File: src/rtl/ul_go_reg_if.sv
// UL register-bus and per-channel output handshake bundle for ul_go_reg.
// The slave modport is the register bank; the master modport is the bus driver and the output consumer.
interface ul_go_reg_if #(
  parameter int unsigned DATA_WIDTH = 32,
  parameter int unsigned ADDR_WIDTH = 2
);
  localparam int unsigned ADDR_TOTAL = 1 << ADDR_WIDTH;

  logic [ADDR_WIDTH+1:0]            s_ul_waddr;
  logic [DATA_WIDTH-1:0]            s_ul_wdata;
  logic                             s_ul_wvalid;
  logic                             s_ul_wready;
  logic [ADDR_WIDTH-1:0]            s_ul_raddr;
  logic                             s_ul_rvalid;
  logic                             s_ul_rready;
  logic [DATA_WIDTH-1:0]            m_ul_rdata;
  logic                             m_ul_rvalid;
  logic                             m_ul_rready;
  logic [ADDR_TOTAL*DATA_WIDTH-1:0] gp_out;
  logic [ADDR_TOTAL-1:0]            gp_out_valid;
  logic [ADDR_TOTAL-1:0]            gp_in_ready;

  modport slave (
    input  s_ul_waddr, s_ul_wdata, s_ul_wvalid, s_ul_raddr, s_ul_rvalid,
    input  m_ul_rready, gp_in_ready,
    output s_ul_wready, s_ul_rready, m_ul_rdata, m_ul_rvalid, gp_out, gp_out_valid
  );

  modport master (
    output s_ul_waddr, s_ul_wdata, s_ul_wvalid, s_ul_raddr, s_ul_rvalid,
    output m_ul_rready, gp_in_ready,
    input  s_ul_wready, s_ul_rready, m_ul_rdata, m_ul_rvalid, gp_out, gp_out_valid
  );
endinterface

File: src/rtl/ul_go_reg.sv
// Bank of registered general-purpose outputs written over the UL bus with write/set/clear/toggle ops,
// each channel holding its update under a valid/ready handshake, plus a UL readback channel.
module ul_go_reg #(
  parameter int unsigned           DATA_WIDTH  = 32,
  parameter int unsigned           ADDR_WIDTH  = 2,
  parameter logic [DATA_WIDTH-1:0] RESET_VALUE = '0
) (
  input  logic        clk,
  input  logic        rst,
  ul_go_reg_if.slave  bus
);
  localparam int unsigned ADDR_TOTAL = 1 << ADDR_WIDTH;

  typedef enum logic [1:0] {
    OP_WRITE  = 2'b00,
    OP_SET    = 2'b01,
    OP_CLEAR  = 2'b10,
    OP_TOGGLE = 2'b11
  } op_e;

  logic [ADDR_TOTAL-1:0][DATA_WIDTH-1:0] regs, regs_nxt;
  logic [ADDR_TOTAL-1:0]                 valid, valid_nxt;
  logic [DATA_WIDTH-1:0]                 rdata, rdata_nxt;
  logic                                  rvalid, rvalid_nxt;

  logic [ADDR_WIDTH-1:0] wr_ch;
  op_e                   wr_op;
  logic [DATA_WIDTH-1:0] wr_old;
  logic [DATA_WIDTH-1:0] wr_result;
  logic                  wr_ready;
  logic                  wr_fire;
  logic                  rd_ready;
  logic                  rd_fire;

  // Decode the write address into channel and operation.
  assign wr_ch  = bus.s_ul_waddr[ADDR_WIDTH-1:0];
  assign wr_op  = op_e'(bus.s_ul_waddr[ADDR_WIDTH+1:ADDR_WIDTH]);
  assign wr_old = regs[wr_ch];

  // A channel can take a new write once its pending update is gone or being taken this cycle.
  assign wr_ready = !valid[wr_ch] || bus.gp_in_ready[wr_ch];
  assign wr_fire  = bus.s_ul_wvalid && wr_ready;

  assign rd_ready = !rvalid || bus.m_ul_rready;
  assign rd_fire  = bus.s_ul_rvalid && rd_ready;

  // Read-modify-write result, always computed from the pre-edge register value.
  always_comb begin
    wr_result = wr_old;
    unique case (wr_op)
      OP_WRITE:  wr_result = bus.s_ul_wdata;
      OP_SET:    wr_result = wr_old | bus.s_ul_wdata;
      OP_CLEAR:  wr_result = wr_old & ~bus.s_ul_wdata;
      OP_TOGGLE: wr_result = wr_old ^ bus.s_ul_wdata;
      default:   wr_result = wr_old;
    endcase
  end

  // Next-state: consumes clear valid, an accepted write reloads and re-arms its channel.
  always_comb begin
    regs_nxt   = regs;
    valid_nxt  = valid & ~bus.gp_in_ready;
    rdata_nxt  = rdata;
    rvalid_nxt = rvalid && !bus.m_ul_rready;

    if (wr_fire) begin
      regs_nxt[wr_ch]  = wr_result;
      valid_nxt[wr_ch] = 1'b1;
    end

    if (rd_fire) begin
      rdata_nxt  = regs[bus.s_ul_raddr];
      rvalid_nxt = 1'b1;
    end
  end

  always_ff @(posedge clk or posedge rst) begin
    if (rst) begin
      regs   <= {ADDR_TOTAL{RESET_VALUE}};
      valid  <= '0;
      rdata  <= '0;
      rvalid <= 1'b0;
    end else begin
      regs   <= regs_nxt;
      valid  <= valid_nxt;
      rdata  <= rdata_nxt;
      rvalid <= rvalid_nxt;
    end
  end

  assign bus.s_ul_wready  = wr_ready;
  assign bus.s_ul_rready  = rd_ready;
  assign bus.m_ul_rdata   = rdata;
  assign bus.m_ul_rvalid  = rvalid;
  assign bus.gp_out       = regs;
  assign bus.gp_out_valid = valid;

endmodule

File: src/flat_wrapper.sv
// flat-port wrapper written by rule: the top's interface ports become plain ports
module ul_go_reg_flat 
#(
  parameter int unsigned           DATA_WIDTH  = 32,
  parameter int unsigned           ADDR_WIDTH  = 2,
  parameter logic [DATA_WIDTH-1:0] RESET_VALUE = '0
)
  (clk, rst, bus_s_ul_waddr, bus_s_ul_wdata, bus_s_ul_wvalid, bus_s_ul_raddr, bus_s_ul_rvalid, bus_m_ul_rready, bus_gp_in_ready, bus_s_ul_wready, bus_s_ul_rready, bus_m_ul_rdata, bus_m_ul_rvalid, bus_gp_out, bus_gp_out_valid);
  ul_go_reg_if #(.DATA_WIDTH(DATA_WIDTH), .ADDR_WIDTH(ADDR_WIDTH)) bus_i ();
  input  logic clk;
  input  logic rst;
  input wire logic [$bits(bus_i.s_ul_waddr)-1:0] bus_s_ul_waddr;
  input wire logic [$bits(bus_i.s_ul_wdata)-1:0] bus_s_ul_wdata;
  input wire logic [$bits(bus_i.s_ul_wvalid)-1:0] bus_s_ul_wvalid;
  input wire logic [$bits(bus_i.s_ul_raddr)-1:0] bus_s_ul_raddr;
  input wire logic [$bits(bus_i.s_ul_rvalid)-1:0] bus_s_ul_rvalid;
  input wire logic [$bits(bus_i.m_ul_rready)-1:0] bus_m_ul_rready;
  input wire logic [$bits(bus_i.gp_in_ready)-1:0] bus_gp_in_ready;
  output wire logic [$bits(bus_i.s_ul_wready)-1:0] bus_s_ul_wready;
  output wire logic [$bits(bus_i.s_ul_rready)-1:0] bus_s_ul_rready;
  output wire logic [$bits(bus_i.m_ul_rdata)-1:0] bus_m_ul_rdata;
  output wire logic [$bits(bus_i.m_ul_rvalid)-1:0] bus_m_ul_rvalid;
  output wire logic [$bits(bus_i.gp_out)-1:0] bus_gp_out;
  output wire logic [$bits(bus_i.gp_out_valid)-1:0] bus_gp_out_valid;
  assign bus_i.s_ul_waddr = bus_s_ul_waddr;
  assign bus_i.s_ul_wdata = bus_s_ul_wdata;
  assign bus_i.s_ul_wvalid = bus_s_ul_wvalid;
  assign bus_i.s_ul_raddr = bus_s_ul_raddr;
  assign bus_i.s_ul_rvalid = bus_s_ul_rvalid;
  assign bus_i.m_ul_rready = bus_m_ul_rready;
  assign bus_i.gp_in_ready = bus_gp_in_ready;
  assign bus_s_ul_wready = bus_i.s_ul_wready;
  assign bus_s_ul_rready = bus_i.s_ul_rready;
  assign bus_m_ul_rdata = bus_i.m_ul_rdata;
  assign bus_m_ul_rvalid = bus_i.m_ul_rvalid;
  assign bus_gp_out = bus_i.gp_out;
  assign bus_gp_out_valid = bus_i.gp_out_valid;
  ul_go_reg #(.DATA_WIDTH(DATA_WIDTH), .ADDR_WIDTH(ADDR_WIDTH), .RESET_VALUE(RESET_VALUE)) u_core (.clk(clk), .rst(rst), .bus(bus_i));
endmodule
File: config.mk
export PLATFORM = sky130hd
export DESIGN_NAME = ul_go_reg_flat
export DESIGN_NICKNAME = d
export VERILOG_FILES = /design/src/rtl/ul_go_reg_if.sv /design/src/rtl/ul_go_reg.sv /design/src/flat_wrapper.sv
export SDC_FILE = /design/constraint.sdc
export NUM_CORES = 1
export LEC_CHECK = 0
export CORE_MARGIN = 5
export CORE_UTILIZATION = 47
export DETAILED_ROUTE_END_ITERATION = 10
export GPL_ROUTABILITY_DRIVEN = 1
export GPL_TIMING_DRIVEN = 0
export HOLD_SLACK_MARGIN = 0.02
export PLACE_DENSITY = 0.87
export SLEW_MARGIN = 25
export SYNTH_ARGS = -nofsm -noshare
export SYNTH_HDL_FRONTEND = slang
export SYNTH_SLANG_ARGS = --single-unit
File: constraint.sdc
create_clock -name clk -period 5.5 [get_ports clk]
set_input_delay 1.1 -clock clk [delete_from_list [all_inputs] [get_ports clk]]
set_output_delay 1.1 -clock clk [all_outputs]
set_load 0.01 [all_outputs]
### Yosys cells after proc, flatten, opt, wreduce, memory -nomap -nowiden

Cells that the tools add are included.

* bits in registers: 165
* input port bits: 47
* output and inout bits: 167
* logic and storage cells: 46

* magnitude comparators: 3
* equality and inequality tests: 3
* muxes and demuxes: 16
* bitwise logic cells: 7
* reduce and logical (&&, ||, !) cells: 10

Operator list (number)
* binary-select mux 32 bit (select 2 bit): 2
* bitwise mux 128 bit: 1
* case mux 32 bit (4 select lines): 1
* two-way mux 32 bit: 3
* demux 32 bit (select 2 bit): 1
* bitwise AND 32 bit: 1
* NOT 32 bit: 1
* bitwise OR 32 bit: 1
* bitwise XOR 32 bit: 1
* less-than comparator 2 x 3 -> 1 bit (second input constant): 2
* bitwise AND 4 bit: 1
* binary-select mux 1 bit (select 2 bit): 2
* equality test 2 bit (second input constant): 2
* logical AND 1 bit: 4
* two-way mux 1 bit: 4
* two-way mux 4 bit: 1
* NOT 4 bit: 1
* bitwise OR 4 bit: 1
* logical NOT 1 bit: 3
* demux 1 bit (select 2 bit): 1
* equality test 2 x 1 -> 1 bit (second input constant): 1
* >= comparator 2 x 1 -> 1 bit (second input constant): 1
* logical NOT 2 bit: 1
* logical OR 1 bit: 2

### Logic depth before layout (Yosys ltp)

* word-level depth: 6
* gate-level depth with buffers: 9
* gate-level depth less buffers: 6

### Worst setup path before layout

OpenSTA, ideal clock, no wires.

* path kind: input to register
* start point: input port bus_s_ul_waddr[1]
* end point: register u_core.regs (netlist bit u_core.bus.gp_out[88])
* setup time: 125 ps
* arrival time: 3062 ps
* required time: 5375 ps
* setup slack: 2313 ps
* cell stages on the path: 7
* path buffers: 2
* cells stage by stage: buf_4 buf_4 mux4_2 inv_1 ha_1 mux4_2 mux2_2

* cells in the longest elaborated chain, start to end: 5
* elaborated cells on any way between the ends: 19
* classes of those cells: order compare (2); mux (10); bitwise (3); reduce/logical (4)

RTL lines
* start, declared: line flat_wrapper.sv:12 `input wire logic [$bits(bus_i.s_ul_waddr)-1:0] bus_s_ul_waddr;`
* less-than comparator 2 x 3 -> 1 bit (implied by the code) (tied with other cells): line ul_go_reg.sv:67 `regs_nxt[wr_ch] = wr_result;`
* logical AND 1 bit (implied by the code) (tied with other cells): line ul_go_reg.sv:67
* two-way mux 32 bit (implied by the code) (tied with other cells): line ul_go_reg.sv:67
* demux 32 bit (select 2 bit) (tied with other cells)
* bitwise mux 128 bit or logical AND 1 bit (tied branches): line ul_go_reg.sv:67, ul_go_reg.sv:42
* end signal, assigned: line ul_go_reg.sv:79 `regs <= {ADDR_TOTAL{RESET_VALUE}};`
* end signal, assigned: line ul_go_reg.sv:84 `regs <= regs_nxt;`
* end, declared: line ul_go_reg.sv:21 `logic [ADDR_TOTAL-1:0][DATA_WIDTH-1:0] regs, regs_nxt;`

Parallel ways exist; a longest one is shown, timed or not. The select of a mux whose other input is x is not followed.
A chain may end at the register's enable or synchronous reset.

### Worst setup path in the final report

* start point: input port bus_s_ul_waddr[1]
* end point: output port bus_s_ul_wready

* cells in the longest elaborated chain, start to end: 4
* elaborated cells on any way between the ends: 6
* classes of those cells: mux (4); reduce/logical (2)

RTL lines
* binary-select mux 1 bit (select 2 bit): line ul_go_reg.sv:41 `assign wr_ready = !valid[wr_ch] || bus.gp_in_ready[wr_ch];`
* two-way mux 1 bit (implied by the code): line ul_go_reg.sv:41
* logical NOT 1 bit: line ul_go_reg.sv:41
* logical OR 1 bit (*): line ul_go_reg.sv:41
* end, declared: line flat_wrapper.sv:19 `output wire logic [$bits(bus_i.s_ul_wready)-1:0] bus_s_ul_wready;`

Mark *: on every way between the ends. The rest lies on a longest branch, timed or not. The select of a mux whose other input is x is not followed.

==> results by group <==
Run status
  • Status: finished, final reports clean

Clocking
  • CTS resizes: 0
  • Clk sinks: 165
  • Clk Latency, worst-skew pair: 0.43 ns
  • Deepest clock path buffer count: 2
  • # hold bufs at CTS: 0
  • # Post-CTS Setup Buffers: 0
  • Root Buffer Master: clkbuf_16
  • Num CTS Buffers: 17
  • CTS tree: built
  • Reg clk slew, reported paths: 0.07 ns
  • H-tree levels: 4

Place
  • Pre-CTS WS: 1.11 ns
  • IO Port Bufs: 208
  • GPL Wtd Cong: 0.796
  • Cell Area, Placed: 12400 µm²
  • Hpwl dp: 19300 µm

Global route
  • Total track usage: 23.0%
  • Total grt overflow: 0
  • Pin count of the biggest net entering global routing: 33
  • Vias in the first global route: 6981
  • First-pass GRT wire length: 42000 µm
  • Initial antenna violation count: 0

Floorplanning
  • Die Area: 23900 µm²
  • Die height: 155 µm
  • # IOs: 214
  • Core area: 20800 µm²
  • FP Rows: 53
  • Initial core utilization: 47.2%
  • Die X: 155 µm

STA
  • Post-route setup slack: 1.14 ns
  • Final worst-path cycle share: 79.2%
  • Minimum clock period: 4.36 ns
  • Fmax: 230 MHz
  • Worst Skew: 0.0121 ns
  • Setup Viol. Count Final: 0
  • Worst hold slack: 0.506 ns
  • Worst-Margin Slew: 0.539 ns
  • Final TNS setup: 0 ns
  • Relative slew slack: 64.0%
  • Unrepaired setup endpoints after global routing: no
  • Final Hold Fails: 0
  • Pins over their slew limit: 0

Synthesis
  • Synth Instances: 643
  • Mean post-synth cell area: 15.3 µm²
  • Netlist cell types: 21
  • Post-Synthesis Cell Area: 9830 µm²
  • YS warnings: 0
  • Syn Nets: 754
  • Synth Register Bits: 165
  • Sequential area share after synthesis: 42.0%

Cells and area
  • Most frequent cells in the layout: clkdlybuf4s50_1, dfrtp_1, mux2_2
  • Post-layout nets: 986
  • Layout Utilization: 62.3%
  • Layout area overhead: 32.1%
  • Share of layout cells above drive strength 1: 36.8%
  • Finished Cell Area: 13000 µm²
  • Most common cell after layout, fill and taps aside: clkdlybuf4s50_1
  • Ant. Diodes: 0
  • Fillers: 1564

Drt
  • Vias: 6473
  • WL final: 26700 µm
  • DRC Markers: 0
  • Drt pass-1 iters: 4
  • DR vias/cell: 5.57
  • Antenna viol nets, final: 0
  • DR WL/cell: 22.9 µm
  • DR iter-0 viols: 323

Critical path
  • Critical path type: in -> out
  • Crit. End Element: primary output
  • CP max FO: 10
  • R2R Setup Slk: 3.32 ns
  • Arr. time, crit path: 3.26 ns
  • Required time worst endpoint: 4.40 ns
  • Reg2Reg Capture Point: u_core.bus.gp_out[41]
  • Reg2Reg Launch Point: u_core.bus.gp_out[105]
  • Startpoint type of the worst setup path: input pin
  • Reg2reg path depth: 5

Min path
  • Hold path startpoint: u_core.bus.m_ul_rdata[28]
  • Hold Crit Class: reg -> reg
  • Worst Hold End: u_core.bus.m_ul_rdata[28]
  • Worst hold stages: 1

Power and ir drop
  • Maximum VDD drop: 0.272 mV
  • Power per cell area: 524 nW/µm²
  • Leak pwr: 5.63 nW

Job
  • Maxcap violations: 0
routing by layer:
| layer | up-vias | wire, µm | track usage, % | share of wire, % |
|---|---|---|---|---|
| met3 | 30 | 1190 | 4.17 | 4.4 |
| met1 | 3448 | 11300 | 31.1 | 42 |
| met4 | 0 | 544 | 5.85 | 2.0 |
| met2 | 190 | 13600 | 38.7 | 51 |
| li1 | 2805 | - | - | - |
| met5 | - | 0 | 0 | 0 |
cells in the mapped netlist:
master / instances / area, µm²
nand2_1: 6 / 22.5
ha_1: 64 / 801
nor2b_2: 1 / 8.76
mux4_1: 10 / 263
buf_2: 14 / 70.1
nor3b_4: 1 / 18.8
mux2_4: 12 / 180
inv_1: 97 / 364
o21ai_0: 1 / 5.00
nand3_1: 1 / 5.00
buf_12: 2 / 40.0
buf_6: 14 / 158
nor2b_1: 1 / 6.26
dfrtp_1: 165 / 4130
buf_4: 10 / 75.1
clkbuf_2: 1 / 5.00
mux4_2: 87 / 1960
nand3b_1: 1 / 7.51
nand2b_1: 6 / 37.5
and3_1: 1 / 6.26
mux2_2: 148 / 1670
logic make-up after synthesis:
family          count (synthesis)  share of synthesized area (%)
simple gates                   18                           1.15
compound gates                  1                         0.0509
buf+inv                       138                           7.24
mux                           257                           41.4
fa+ha+maj                      64                           8.15
flops                         165                           42.0
through the flow:
| step | power (mW) | cells |
|---|---|---|
| 2_1_floorplan | 3.86 | 643 |
| 3_3_place_gp | 5.40 | 1126 |
| 3_5_place_dp | 5.54 | 1131 |
| 4_1_cts | 6.84 | 1163 |
| 5_1_grt | 7.18 | 1163 |
| 6_report | 6.80 | 1163 |
how the worst max path moves through the flow:
stage | from | endpoint | slack [ns] | cells past startpoint
2_1_floorplan | rst | u_core.bus.gp_out[0] | 2.30 | 1
3_3_place_gp | rst | u_core.bus.gp_out[71] | 0.87 | 2
3_5_place_dp | bus_s_ul_waddr[1] | bus_s_ul_wready | 1.11 | 5
4_1_cts | bus_s_ul_waddr[1] | bus_s_ul_wready | 1.12 | 5
5_1_grt | bus_s_ul_waddr[1] | bus_s_ul_wready | 1.06 | 5
6_report | bus_s_ul_waddr[1] | bus_s_ul_wready | 1.14 | 5
report_power, final:
| part | switching (mW) | internal, mW |
|---|---|---|
| registers | 0.585 | 1.79 |
| clock network | 0.546 | 0.730 |
| logic | 1.13 | 2.02 |
| total | 2.26 | 4.54 |
critical path, stage by stage:
cell and delay (ns):
clkdlybuf4s50_1 0.50, buf_4 0.27, buf_4 0.31, mux4_2 0.53
clkdlybuf4s50_1 0.55
flip-flops by register name, summed over array words and instances, names as in the netlist:
| name | cells |
|---|---|
| u_core.bus.gp_out | 128 |
| u_core.bus.m_ul_rdata | 32 |
| u_core.bus.gp_out_valid | 4 |
| u_core.bus.m_ul_rvalid | 1 |
cell type report:
cell class | instances | area, µm² | share of cell area [%]
clock inverters | 14 | 191 | 1.47
well taps | 275 | 344 | 2.65
multi-input cells | 340 | 4990 | 38.4
flip-flops and latches | 165 | 4130 | 31.8
plain buffers | 41 | 348 | 2.68
repair buffers | 213 | 2180 | 16.8
clock buffers | 18 | 429 | 3.31
inverters | 97 | 368 | 2.83
No activity file was read; power rests on OpenSTA's default activity.
